**src/rtl/ram_wr_control_pkg.sv**
```systemverilog
// Shared definitions for the frame-buffer write/read controllers.
package ram_wr_control_pkg;

  localparam int unsigned DATA_W_DEF = 16;
  localparam int unsigned ADDR_W_DEF = 4;
  localparam int unsigned DEPTH_DEF  = 16;

  typedef enum logic [1:0] {
    IDLE = 2'd0,
    FILL = 2'd1,
    HOLD = 2'd2
  } state_e;

endpackage

```
**src/rtl/ram_wr_control.sv**
```systemverilog
// Write-side controller: streams one sop/eop-delimited frame of DEPTH words
// into the frame buffer, launches the reader with rd_sop, then holds the
// buffer until downstream releases it.
module ram_wr_control
  import ram_wr_control_pkg::*;
#(
  parameter int unsigned DATA_W = DATA_W_DEF,
  parameter int unsigned ADDR_W = ADDR_W_DEF,
  parameter int unsigned DEPTH  = DEPTH_DEF
) (
  input  logic              clk,
  input  logic              rst_n,
  input  logic              in_valid,
  output logic              in_ready,
  input  logic              in_sop,
  input  logic              in_eop,
  input  logic [DATA_W-1:0] in_data,
  output logic              ram_wr_en,
  output logic [ADDR_W-1:0] ram_waddr,
  output logic [DATA_W-1:0] ram_wdata,
  output logic              rd_sop,
  input  logic              buf_release,
  output logic              frame_err,
  output logic              busy
);

  localparam logic [ADDR_W:0] LAST_IDX = (ADDR_W+1)'(DEPTH - 1);
  localparam logic [ADDR_W:0] CNT_ONE  = (ADDR_W+1)'(1);

  state_e              state_q, state_d;
  logic [ADDR_W:0]     wr_cnt_q, wr_cnt_d;
  logic                in_ready_q, in_ready_d;
  logic                wr_en_q, wr_en_d;
  logic [ADDR_W-1:0]   waddr_q, waddr_d;
  logic [DATA_W-1:0]   wdata_q, wdata_d;
  logic                rd_pend_q, rd_pend_d;
  logic                rd_sop_q, rd_sop_d;
  logic                err_q, err_d;
  logic                accept;
  logic                restart;
  logic [ADDR_W:0]     idx;

  assign accept    = in_valid & in_ready_q;
  assign in_ready  = in_ready_q;
  assign ram_wr_en = wr_en_q;
  assign ram_waddr = waddr_q;
  assign ram_wdata = wdata_q;
  assign rd_sop    = rd_sop_q;
  assign frame_err = err_q;
  assign busy      = (state_q != IDLE);

  // Next-state, write-path and pulse generation.
  always_comb begin
    state_d   = state_q;
    wr_cnt_d  = wr_cnt_q;
    wr_en_d   = 1'b0;
    waddr_d   = waddr_q;
    wdata_d   = wdata_q;
    rd_pend_d = 1'b0;
    rd_sop_d  = rd_pend_q;
    err_d     = 1'b0;
    restart   = 1'b0;
    idx       = wr_cnt_q;

    case (state_q)
      IDLE, FILL: begin
        if (accept) begin
          if ((state_q == IDLE) && !in_sop) begin
            err_d = 1'b1;
          end else begin
            // An sop beat always lands at address 0, whether it opens a
            // frame or restarts one; the eop/last-word checks then apply
            // to that effective index.
            idx     = in_sop ? '0 : wr_cnt_q;
            restart = (state_q == FILL) && in_sop;
            wr_en_d = 1'b1;
            waddr_d = idx[ADDR_W-1:0];
            wdata_d = in_data;
            if (idx == LAST_IDX) begin
              state_d   = HOLD;
              wr_cnt_d  = idx + CNT_ONE;
              rd_pend_d = 1'b1;
              err_d     = restart | ~in_eop;
            end else if (in_eop) begin
              state_d  = IDLE;
              wr_cnt_d = '0;
              err_d    = 1'b1;
            end else begin
              state_d  = FILL;
              wr_cnt_d = idx + CNT_ONE;
              err_d    = restart;
            end
          end
        end
      end
      HOLD: begin
        if (buf_release) begin
          state_d  = IDLE;
          wr_cnt_d = '0;
        end
      end
      default: begin
        state_d  = IDLE;
        wr_cnt_d = '0;
      end
    endcase

    in_ready_d = (state_d != HOLD);
  end

  // State and output registers; reset discards any partial frame.
  always_ff @(posedge clk or negedge rst_n) begin
    if (!rst_n) begin
      state_q    <= IDLE;
      wr_cnt_q   <= '0;
      in_ready_q <= 1'b0;
      wr_en_q    <= 1'b0;
      waddr_q    <= '0;
      wdata_q    <= '0;
      rd_pend_q  <= 1'b0;
      rd_sop_q   <= 1'b0;
      err_q      <= 1'b0;
    end else begin
      state_q    <= state_d;
      wr_cnt_q   <= wr_cnt_d;
      in_ready_q <= in_ready_d;
      wr_en_q    <= wr_en_d;
      waddr_q    <= waddr_d;
      wdata_q    <= wdata_d;
      rd_pend_q  <= rd_pend_d;
      rd_sop_q   <= rd_sop_d;
      err_q      <= err_d;
    end
  end

endmodule
```
**config.mk**
```make
export PLATFORM = sky130hd
export DESIGN_NAME = ram_wr_control
export DESIGN_NICKNAME = d
export VERILOG_FILES = /design/src/rtl/ram_wr_control_pkg.sv /design/src/rtl/ram_wr_control.sv
export SDC_FILE = /design/constraint.sdc
export NUM_CORES = 1
export LEC_CHECK = 0
export ABC_CLOCK_PERIOD_IN_PS = 2200
export BUFFER_PORTS_ARGS = -buffer_cell sky130_fd_sc_hd__buf_2
export CAP_MARGIN = 5
export CORE_ASPECT_RATIO = 2
export CORE_MARGIN = 3
export CORE_UTILIZATION = 42
export CTS_CLUSTER_SIZE = 25
export DETAILED_ROUTE_END_ITERATION = 16
export PLACE_DENSITY = 0.69
export SETUP_SLACK_MARGIN = 0.3
export SLEW_MARGIN = 30
export SYNTH_ARGS = -nofsm -noshare
export SYNTH_HDL_FRONTEND = slang
export SYNTH_SLANG_ARGS = --single-unit
```
**constraint.sdc**
```tcl
create_clock -name clk -period 2.2 [get_ports clk]
set_input_delay 0.22 -clock clk [delete_from_list [all_inputs] [get_ports clk]]
set_output_delay 0.22 -clock clk [all_outputs]
set_load 0.005 [all_outputs]
```
==> results of run 1 <==
==> how the worst max path moves through the flow <==
stage | startpoint | end | cells past startpoint
global placement | state_q[0]$_DFF_PN0_ | ram_waddr[1]$_DFFE_PN0P_ | 3
global route | wr_cnt_q[0]$_DFFE_PN0P_ | wr_cnt_q[2]$_DFFE_PN0P_ | 9
CTS | wr_cnt_q[0]$_DFFE_PN0P_ | wr_cnt_q[2]$_DFFE_PN0P_ | 9
finish | wr_cnt_q[0]$_DFFE_PN0P_ | wr_cnt_q[2]$_DFFE_PN0P_ | 9
detailed placement | in_sop | wr_cnt_q[2]$_DFFE_PN0P_ | 10
floorplan | in_sop | frame_err$_DFF_PN0_ | 9
==> synthesized netlist by cell type <==
master	instances	area [um2]
nand3_1	1	5.00
xnor2_1	1	8.76
o31ai_1	1	7.51
o21ai_1	1	5.00
o2bb2ai_1	1	8.76
nand4b_1	1	8.76
mux2_4	1	15.0
nand3b_1	1	7.51
a31oi_1	1	6.26
o21ai_0	4	20.0
buf_6	1	11.3
ha_1	3	37.5
o21a_1	1	7.51
and3b_2	1	10.0
nand2b_1	3	18.8
nor2b_1	2	12.5
buf_2	2	10.0
o21bai_1	1	7.51
dfrtp_1	32	801
o41ai_1	1	8.76
a32o_1	1	10.0
o21ai_4	1	16.3
xor2_1	1	8.76
or2_2	1	6.26
nand2_1	62	233
nor3_1	1	5.00
nor2_1	5	18.8
o31a_1	1	8.76
inv_4	1	6.26
inv_1	2	7.51
buf_4	3	22.5
==> layer usage <==
metal,vias up,wire length [um],GRT usage (%)
li1,541,-,-
met1,516,1110,18.6
met2,38,1650,27.0
met3,6,182,4.57
met4,0,73,8.29
met5,-,0,0
==> layout make-up <==
type	count	area, um2	share of cell area [%]
timing repair buffer	48	248	14.5
inverter	3	13.8	0.804
multi-input combinational	98	522	30.5
sequential	32	801	46.8
tap	30	37.5	2.19
clock buffer	8	90.1	5.26
==> report_power, final <==
group	leakage, nW	internal (mW)	switching [mW]
registers	0.407	0.645	0.0339
clock network	0.0455	0.255	0.199
logic	0.472	0.0950	0.109
total	0.925	0.994	0.342
==> per-stage QoR <==
step / hold WS [ns] / area (um2) / worst slack (ns) / power, mW
floorplan: -0.0756 / 1360 / 0.548 / 0.790
global placement: 0.287 / 1580 / 0.474 / 0.878
detailed placement: 0.306 / 1580 / 0.337 / 0.889
CTS: 0.124 / 1680 / 0.355 / 1.35
global route: 0.132 / 1710 / 0.294 / 1.41
finish: 0.130 / 1710 / 0.448 / 1.34
==> registers in the layout, indices dropped and copies added, names as in the netlist <==
| name | flops |
|---|---|
| ram_wdata | 16 |
| wr_cnt_q | 5 |
| ram_waddr | 4 |
| state_q | 2 |
| frame_err | 1 |
| in_ready | 1 |
| ram_wr_en | 1 |
| rd_pend_q | 1 |
| rd_sop | 1 |
==> kinds of logic (layout without fill, tap and decap cells) <==
| group | after synthesis | after routing | synth area share [%] |
|---|---|---|---|
| adder cells (fa/ha/maj) | 3 | 3 | 2.76 |
| flip-flops | 32 | 32 | 58.9 |
| AO/OA/AOI/OAI | 14 | 14 | 7.82 |
| XOR/XNOR | 2 | 2 | 1.29 |
| buffers and inverters | 9 | 59 | 4.23 |
| AND/OR/NAND/NOR | 78 | 78 | 23.9 |
| multiplexers | 1 | 1 | 1.10 |
==> worst max-delay path: cells and delay by family (launching register included) <==
kind	cells	cell delay (ns)
compound gates	2	0.29
fa+ha+maj	2	0.39
flops	1	0.38
simple gates	5	0.63
==> timing repair <==
item / in CTS / in global routing
hold endpoints to repair: 5 / 0
resized for setup: 0 / 5
hold buffers: 1 / 0
endpoints found under the setup margin: 0 / 5
setup buffers: 0 / 1
==> results.toml, run 1 <==
[timing]
slew_headroom_pct = 54.4
drv_slew = 0
period_minus_slack_ns = 1.75
finalClockSkew_ns = 0.00448
min_period_over_period_pct = 79.6
hold_violations = 0
fmax_mhz = 571
tightest_slew_ns = 0.684
rsz0062_at_grt = "false"
tns_ns = 0
final-setup-viol-count = 0

[drt]
post_drt_wl_per_cell_um = 13.8
via_count = 1101
vias_per_cell = 5.03
drc = 0
final_antenna_net_count = 0
finalWirelength_um = 3020
drtIter0Drc = 13
first_pass_iters = 3

[placement]
placedCellCount = 209
hpwlAfterDp_um = 2250
place_congestion = 0.908
io_buffers = 46

[synthesis]
yosysWarnings = 0
postSynthCellCount = 139
syn_area_per_cell_um2 = 9.78
ys_ff_latch = 32
ys_types = 31
synthesis.area_um2 = 1360
syn_nets = 164
ys_seq_area_share_pct = 58.9

[cells_and_area]
syn2layout_area_growth_pct = 25.9
fin_nets = 213
fin_util_pct = 56.2
mostFrequentLayoutCell = "nand2_1"
mostFrequentLayoutCells = "62 x nand2_1, 46 x buf_2, 32 x dfrtp_1"
num_antenna_cells = 0
drive_above_1_share_pct = 32.8
stdcell_count = 219
nFillCells = 296

[setup_path]
critPathMaxFanout = 3
cp.required_ns = 2.41
r2r_setup_slack_ns = 0.45
reg2regPathDepth = 9
path_cells = "nor2b_4, ha_2, nand2_1, nor2_1, ha_1, nand2b_4, nand4b_1, o21bai_1, o2bb2ai_1"
end_kind = "flip-flop"
r2r_end = "wr_cnt_q[2]$_DFFE_PN0P_"
critical-path-max-stage-delay_ns = 0.38
cpMaxStageDelayCell = "dfrtp_1"
arrival_ns = 1.96
critical_path_class = "reg -> reg"
rr_startpoint = "wr_cnt_q[0]$_DFFE_PN0P_"
startpoint_type = "flip-flop"

[floorplan]
io_pins = 47
die-area_um2 = 4000
fp.dieH_um = 86.5
initial_core_util_pct = 44.6
rows = 28
die_w_um = 46.2
core_area_um2 = 3050

[job]
maxCapViolCount = 0

[global_routing]
antenna_found_initial = 0
grt_pass1_wl_um = 4740
grt_max_degree = 33
track_usage_pct = 16.5
grt_pass1_vias = 1062
overflow = 0

[cts]
ctsRootBufferMaster = "clkbuf_8"
clk_pin_slew_worst_paths_ns = 0.06
clockBufferDepth = 2
cts_made_buffers = 5
cts_tree = "done"
cts_max_level = 2
worstSkewPairLatency_ns = 0.28
clock_sinks = 32

[worst_hold_path]
hold_path_end = "ram_wdata[13]$_DFFE_PN0P_"
whs_path_depth = 3
hold_path.class = "in -> reg"
hold_start = "in_data[13]"

[outcome]
status = "complete, no violations"

[power_and_ir_drop]
peakVddDrop_mv = 0.430
p_leak_nw = 0.925
power.density_nw_per_um2 = 781
(Power assumes the default switching activity.)
==> run 2, diff against run 1 <==
--- a/config.mk
+++ b/config.mk
@@ -5,7 +5,8 @@
 export SDC_FILE = /design/constraint.sdc
 export NUM_CORES = 1
 export LEC_CHECK = 0
-export ABC_CLOCK_PERIOD_IN_PS = 2200
+export ABC_AREA = 1
+export ABC_CLOCK_PERIOD_IN_PS = 1800
 export BUFFER_PORTS_ARGS = -buffer_cell sky130_fd_sc_hd__buf_2
 export CAP_MARGIN = 5
 export CORE_ASPECT_RATIO = 2
@@ -13,7 +14,7 @@
 export CORE_UTILIZATION = 42
 export CTS_CLUSTER_SIZE = 25
 export DETAILED_ROUTE_END_ITERATION = 16
-export PLACE_DENSITY = 0.69
+export PLACE_DENSITY = 0.68
 export SETUP_SLACK_MARGIN = 0.3
 export SLEW_MARGIN = 30
 export SYNTH_ARGS = -nofsm -noshare
==> constraint.sdc (replaced) <==
create_clock -name clk -period 1.8 [get_ports clk]
set_input_delay 0.18 -clock clk [delete_from_list [all_inputs] [get_ports clk]]
set_output_delay 0.18 -clock clk [all_outputs]
set_load 0.005 [all_outputs]
==> run 2 against run 1 <==
- critical path depth stayed put
- first-iteration DRC count grew 15%
- combinational power rose by 36%
- largest power group unchanged
==> results.toml, run 2 <==
[cells_and_area]
fin_nets = 239
ff_latch_area_um2 = 801
mostFrequentLayoutCell = "nand2_1"
stdcell_count = 246
num_antenna_cells = 0
drive_above_1_share_pct = 37.7
largest_reg_flops = 16
multi_input_area_um2 = 594
syn2layout_area_growth_pct = 32.0
nFillCells = 303
mostFrequentLayoutCells = "83 x nand2_1, 46 x buf_2, 32 x dfrtp_1"

[cts]
cts_made_buffers = 5
cts_max_level = 2
worstSkewPairLatency_ns = 0.28
cts_tree = "done"
clk_pin_slew_worst_paths_ns = 0.07
clockBufferDepth = 2
clock_sinks = 32
ctsRootBufferMaster = "clkbuf_8"

[timing]
slew_headroom_pct = 54.7
fin_ws_ns = 0.161
rsz0062_at_grt = "true"
tightest_slew_ns = 0.679
tns_ns = 0
finalClockSkew_ns = 0.00427
period_minus_slack_ns = 1.64
final-setup-viol-count = 0
hold_violations = 0
drv_slew = 0
fmax_mhz = 610
min_period_over_period_pct = 91.1

[placement]
io_buffers = 46
hpwlAfterDp_um = 2340
dpl_worst_slack_ns = 0.0690
placedCellCount = 232
place_congestion = 0.749

[drt]
final_antenna_net_count = 0
finalWirelength_um = 3180
post_drt_wl_per_cell_um = 12.9
first_pass_iters = 4
via_count = 1201
drc = 0
drtIter0Drc = 15
vias_per_cell = 4.88

[power_and_ir_drop]
p_leak_nw = 1.08
power.density_nw_per_um2 = 895
peakVddDrop_mv = 0.609
p_total_mw = 1.67

[global_routing]
grt_pass1_vias = 1229
antenna_found_initial = 0
overflow = 0
track_usage_pct = 17.9
grt_max_degree = 33
grt_pass1_wl_um = 5260

[setup_path]
end_kind = "flip-flop"
cp.required_ns = 1.99
critPathMaxFanout = 4
cpMaxStageDelayCell = "dfrtp_1"
critical_path_class = "reg -> reg"
critical-path-max-stage-delay_ns = 0.37
crit_family = "adder cells"
path_cells = "inv_2, nor2_4, ha_4, nor3b_4, ha_2, inv_2, ha_4, a21oi_2, a21boi_1"
cp_num_buf_inv = 2
startpoint_type = "flip-flop"
arrival_ns = 1.83

[floorplan]
die-area_um2 = 4130
rows = 29
fp.dieH_um = 87.9
initial_core_util_pct = 44.2
core_area_um2 = 3190
die_w_um = 47.0
io_pins = 47

[synthesis]
synth_top_area_cell = "dfrtp_1"
ys_types = 24
ys_seq_area_share_pct = 56.8
yosysWarnings = 0
synth_edf_count = 0
yosysTopAreaCellShare_pct = 56.8
synth_area_leaders = "dfrtp_1 57%, nand2_1 23%, ha_1 2.7%"
ys_async_sr_fraction_pct = 100
syn_nets = 183
postSynthCellCount = 158
synthesis.area_um2 = 1410
ys.flop_type = "dfrtp_1"
syn_area_per_cell_um2 = 8.92
ys_ff_latch = 32
synth_common_cells = "85 x nand2_1, 32 x dfrtp_1, 10 x inv_1"
yosysMostFrequentCell = "nand2_1"

[outcome]
status = "complete, no violations"

[job]
maxCapViolCount = 0

[worst_hold_path]
hold_path.class = "in -> reg"
[run 2: cell types whose count changed after synthesis, moves of 2 or more]
cell / change
inv_2: +2
o21ai_0: -3
inv_1: +8
nand2b_1: -3
buf_4: -2
nor2b_1: -2
buf_2: -2
nand3_1: +2
nand2_1: +23
[run 2: logic make-up (layout without fill, tap and decap cells)]
group,Yosys count,in the layout,synth area share [%]
XOR/XNOR,1,1,0.621
adder cells (fa/ha/maj),3,3,2.66
AND/OR/NAND/NOR,100,100,30.6
buffers and inverters,16,73,6.74
flip-flops,32,32,56.8
AO/OA/AOI/OAI,6,6,2.57
[run 2: worst paths after layout]
check	cells past startpoint	start	end	slack (ns)
hold reg to reg	0	rd_pend_q$_DFF_PN0_	rd_sop$_DFF_PN0_	0.36
setup / recovery	9	wr_cnt_q[1]$_DFFE_PN0P_	frame_err$_DFF_PN0_	0.16
max in group asynchronous	2	rst_n	ram_wdata[6]$_DFFE_PN0P_	0.88
min in group asynchronous	2	rst_n	wr_cnt_q[2]$_DFFE_PN0P_	0.48
hold / removal	3	in_data[13]	ram_wdata[13]$_DFFE_PN0P_	0.09
setup reg to reg	9	wr_cnt_q[1]$_DFFE_PN0P_	frame_err$_DFF_PN0_	0.16
[run 2: what timing repair did]
item / 4_1_cts / 5_1_grt
cloned: 0 / 0
setup buffers: 4 / 1
resized for setup: 6 / 4
pin swaps: 5 / 4
hold buffers: 1 / 0
hold endpoints to repair: 32 / 0
setup endpoints to repair: 7 / 8
[run 2: layout make-up]
| class | count | share of cell area (%) |
|---|---|---|
| Clock buffer | 7 | 4.64 |
| Clock inverter | 1 | 0.403 |
| Inverter | 13 | 3.02 |
| Multi-Input combinational cell | 110 | 31.9 |
| Sequential cell | 32 | 43.0 |
| Tap cell | 31 | 2.08 |
| Timing Repair Buffer | 52 | 14.9 |
[run 2: metrics by stage]
step	hold WS [ns]	instance area (um2)	util, %
final	0.0911	1860	58.3
after global routing	0.0876	1860	58.3
after floorplan	-0.116	1440	-
after detailed placement	0.275	1670	52.4
after global placement	0.261	1670	52.4
after CTS	0.0800	1830	57.4
[run 2: tightest hold or removal path, stage by stage]
cell     delay (ns)
buf_2          0.07
nand2_1        0.04
nand2_1        0.04
[run 2: metal layers]
metal / wire length [um] / track usage (%)
met1: 1110 / 18.1
met2: 1790 / 31.1
met4: 78 / 8.82
met3: 200 / 5.56
met5: 0 / 0
[run 2: where the power goes]
part / internal (mW) / leakage, nW / switching (mW)
clock: 0.310 / 0.0445 / 0.250
combinational: 0.122 / 0.625 / 0.155
sequential: 0.789 / 0.409 / 0.0395
total: 1.22 / 1.08 / 0.444
==> run 3, diff against run 2 <==
--- a/config.mk
+++ b/config.mk
@@ -12,8 +12,10 @@
 export CORE_ASPECT_RATIO = 2
 export CORE_MARGIN = 3
 export CORE_UTILIZATION = 42
+export CTS_CLUSTER_DIAMETER = 30
 export CTS_CLUSTER_SIZE = 25
 export DETAILED_ROUTE_END_ITERATION = 16
+export GPL_TIMING_DRIVEN = 0
 export PLACE_DENSITY = 0.68
 export SETUP_SLACK_MARGIN = 0.3
 export SLEW_MARGIN = 30
==> run 3 against run 2 <==
- combinational power increased by 4%
- register-to-register slack worse by 0.02 ns
- critical path type unchanged
- flip-flop and latch count is the same
- routed wire length down 5.7%
- cell area rose by 2.3%
- clock skew is 0.00086 ns lower
- count of clock-buffer cells in the layout up 1
- die area unchanged
- setup slack got worse by 0.017 ns
- clock power shrank 2%
==> results.toml, run 3 (synthesis gave the netlist of run 2 again) <==
[global_routing]
grt_pass1_wl_um = 5040
grt_max_degree = 33
track_usage_pct = 16.8
overflow = 0
grt_pass1_vias = 1239
antenna_found_initial = 0

[timing]
rsz0062_at_grt = "true"
drv_slew = 0
min_period_over_period_pct = 92.0
tightest_slew_ns = 0.686
final-setup-viol-count = 0
slew_headroom_pct = 54.3
period_minus_slack_ns = 1.66
hold_violations = 0
tns_ns = 0
fmax_mhz = 604
finalClockSkew_ns = 0.00341

[cells_and_area]
mostFrequentLayoutCells = "82 x nand2_1, 46 x buf_2, 32 x dfrtp_1"
multi_input_area_um2 = 592
num_antenna_cells = 0
largest_reg_flops = 16
fin_nets = 243
design_area_um2 = 1900
fin_util_pct = 59.6
drive_above_1_share_pct = 38.8
nFillCells = 302
mostFrequentLayoutCell = "nand2_1"
ff_latch_area_um2 = 801
syn2layout_area_growth_pct = 35.0

[drt]
finalWirelength_um = 3000
final_antenna_net_count = 0
first_pass_iters = 4
via_count = 1193
drt-met1-wl_um = 1050
drc = 0
drtIter0Drc = 6
vias_per_cell = 4.77
post_drt_wl_per_cell_um = 12.0
top_layer_used = "met4"
wl_met3_um = 165
dr_wl_met2_um = 1700

[worst_hold_path]
hold_path.class = "in -> reg"
hold_start = "in_data[14]"

[power_and_ir_drop]
power.density_nw_per_um2 = 872
peakVddDrop_mv = 0.601
p_leak_nw = 1.11

[floorplan]
fp.dieH_um = 87.9
initial_core_util_pct = 44.2
die_w_um = 47.0
rows = 29
core_area_um2 = 3190
die-area_um2 = 4130
io_pins = 47

[outcome]
status = "complete, no violations"

[cts]
cts_made_buffers = 5
clock_sinks = 32
cts_tree = "done"
ctsRootBufferMaster = "clkbuf_8"
worstSkewPairLatency_ns = 0.28
clockBufferDepth = 2
cts_max_level = 2
clk_pin_slew_worst_paths_ns = 0.06

[placement]
hpwlAfterDp_um = 2270
place_congestion = 0.782
placed_cell_area_um2 = 1710
io_buffers = 46

[setup_path]
arrival_ns = 1.82
critical_path_class = "reg -> reg"
rr_startpoint = "wr_cnt_q[1]$_DFFE_PN0P_"
startpoint_type = "flip-flop"
crit_start = "wr_cnt_q[1]$_DFFE_PN0P_"
end_kind = "flip-flop"
cp.required_ns = 1.96
critPathMaxFanout = 3

[job]
maxCapViolCount = 0
[run 3: what timing repair did]
action / in CTS / in global routing
gates resized for setup: 5 / 7
pin swaps: 6 / 10
setup buffers: 5 / 1
hold buffers: 1 / 0
endpoints found under the setup margin: 7 / 9
endpoints found under the hold margin: 32 / 0
[run 3: final cells by class]
type / count / area share (%)
multi-input combinational: 110 / 31.1
inverter: 13 / 3.09
clock buffer: 8 / 4.73
tap: 31 / 2.04
timing repair buffer: 53 / 15.0
buffer: 3 / 2.04
sequential: 32 / 42.0
[run 3: worst paths after layout]
kind	endpoint	slack (ns)	depth (start not counted)
setup / recovery	frame_err$_DFF_PN0_	0.14	9
hold / removal	ram_wdata[14]$_DFFE_PN0P_	0.1	3
setup reg to reg	frame_err$_DFF_PN0_	0.14	9
hold reg to reg	rd_sop$_DFF_PN0_	0.35	0
max in group asynchronous	ram_wdata[3]$_DFFE_PN0P_	0.88	2
min in group asynchronous	state_q[0]$_DFF_PN0_	0.48	2
[run 3: critical path, cell delays in order (launching register included)]
cell	delay, ns
dfrtp_1	0.34
inv_1	0.05
nor2_2	0.11
ha_2	0.20
nor3b_4	0.19
ha_2	0.22
inv_4	0.05
ha_4	0.21
a21oi_2	0.10
a21boi_1	0.07
[run 3: routing by layer]
metal	vias to the layer above	global-route usage [%]
met5	-	0
met4	0	8.82
met3	10	4.73
met2	36	29.4
met1	551	17.0
li1	596	-
[run 3: through the flow]
step | instances | hold slack [ns] | power, mW | setup slack [ns]
after CTS | 249 | 0.0888 | 1.69 | 0.157
after global routing | 250 | 0.101 | 1.76 | 0.0485
final | 250 | 0.0960 | 1.66 | 0.144
after detailed placement | 235 | 0.274 | 1.11 | 0.0509
after floorplan | 158 | -0.116 | 0.979 | 0.235
after global placement | 235 | 0.257 | 1.10 | 0.0785
[run 3: where the power goes]
group	total, mW	internal, mW	switching [mW]
clock	0.547	0.311	0.235
sequential	0.826	0.789	0.0362
combinational	0.289	0.132	0.157
total	1.66	1.23	0.429
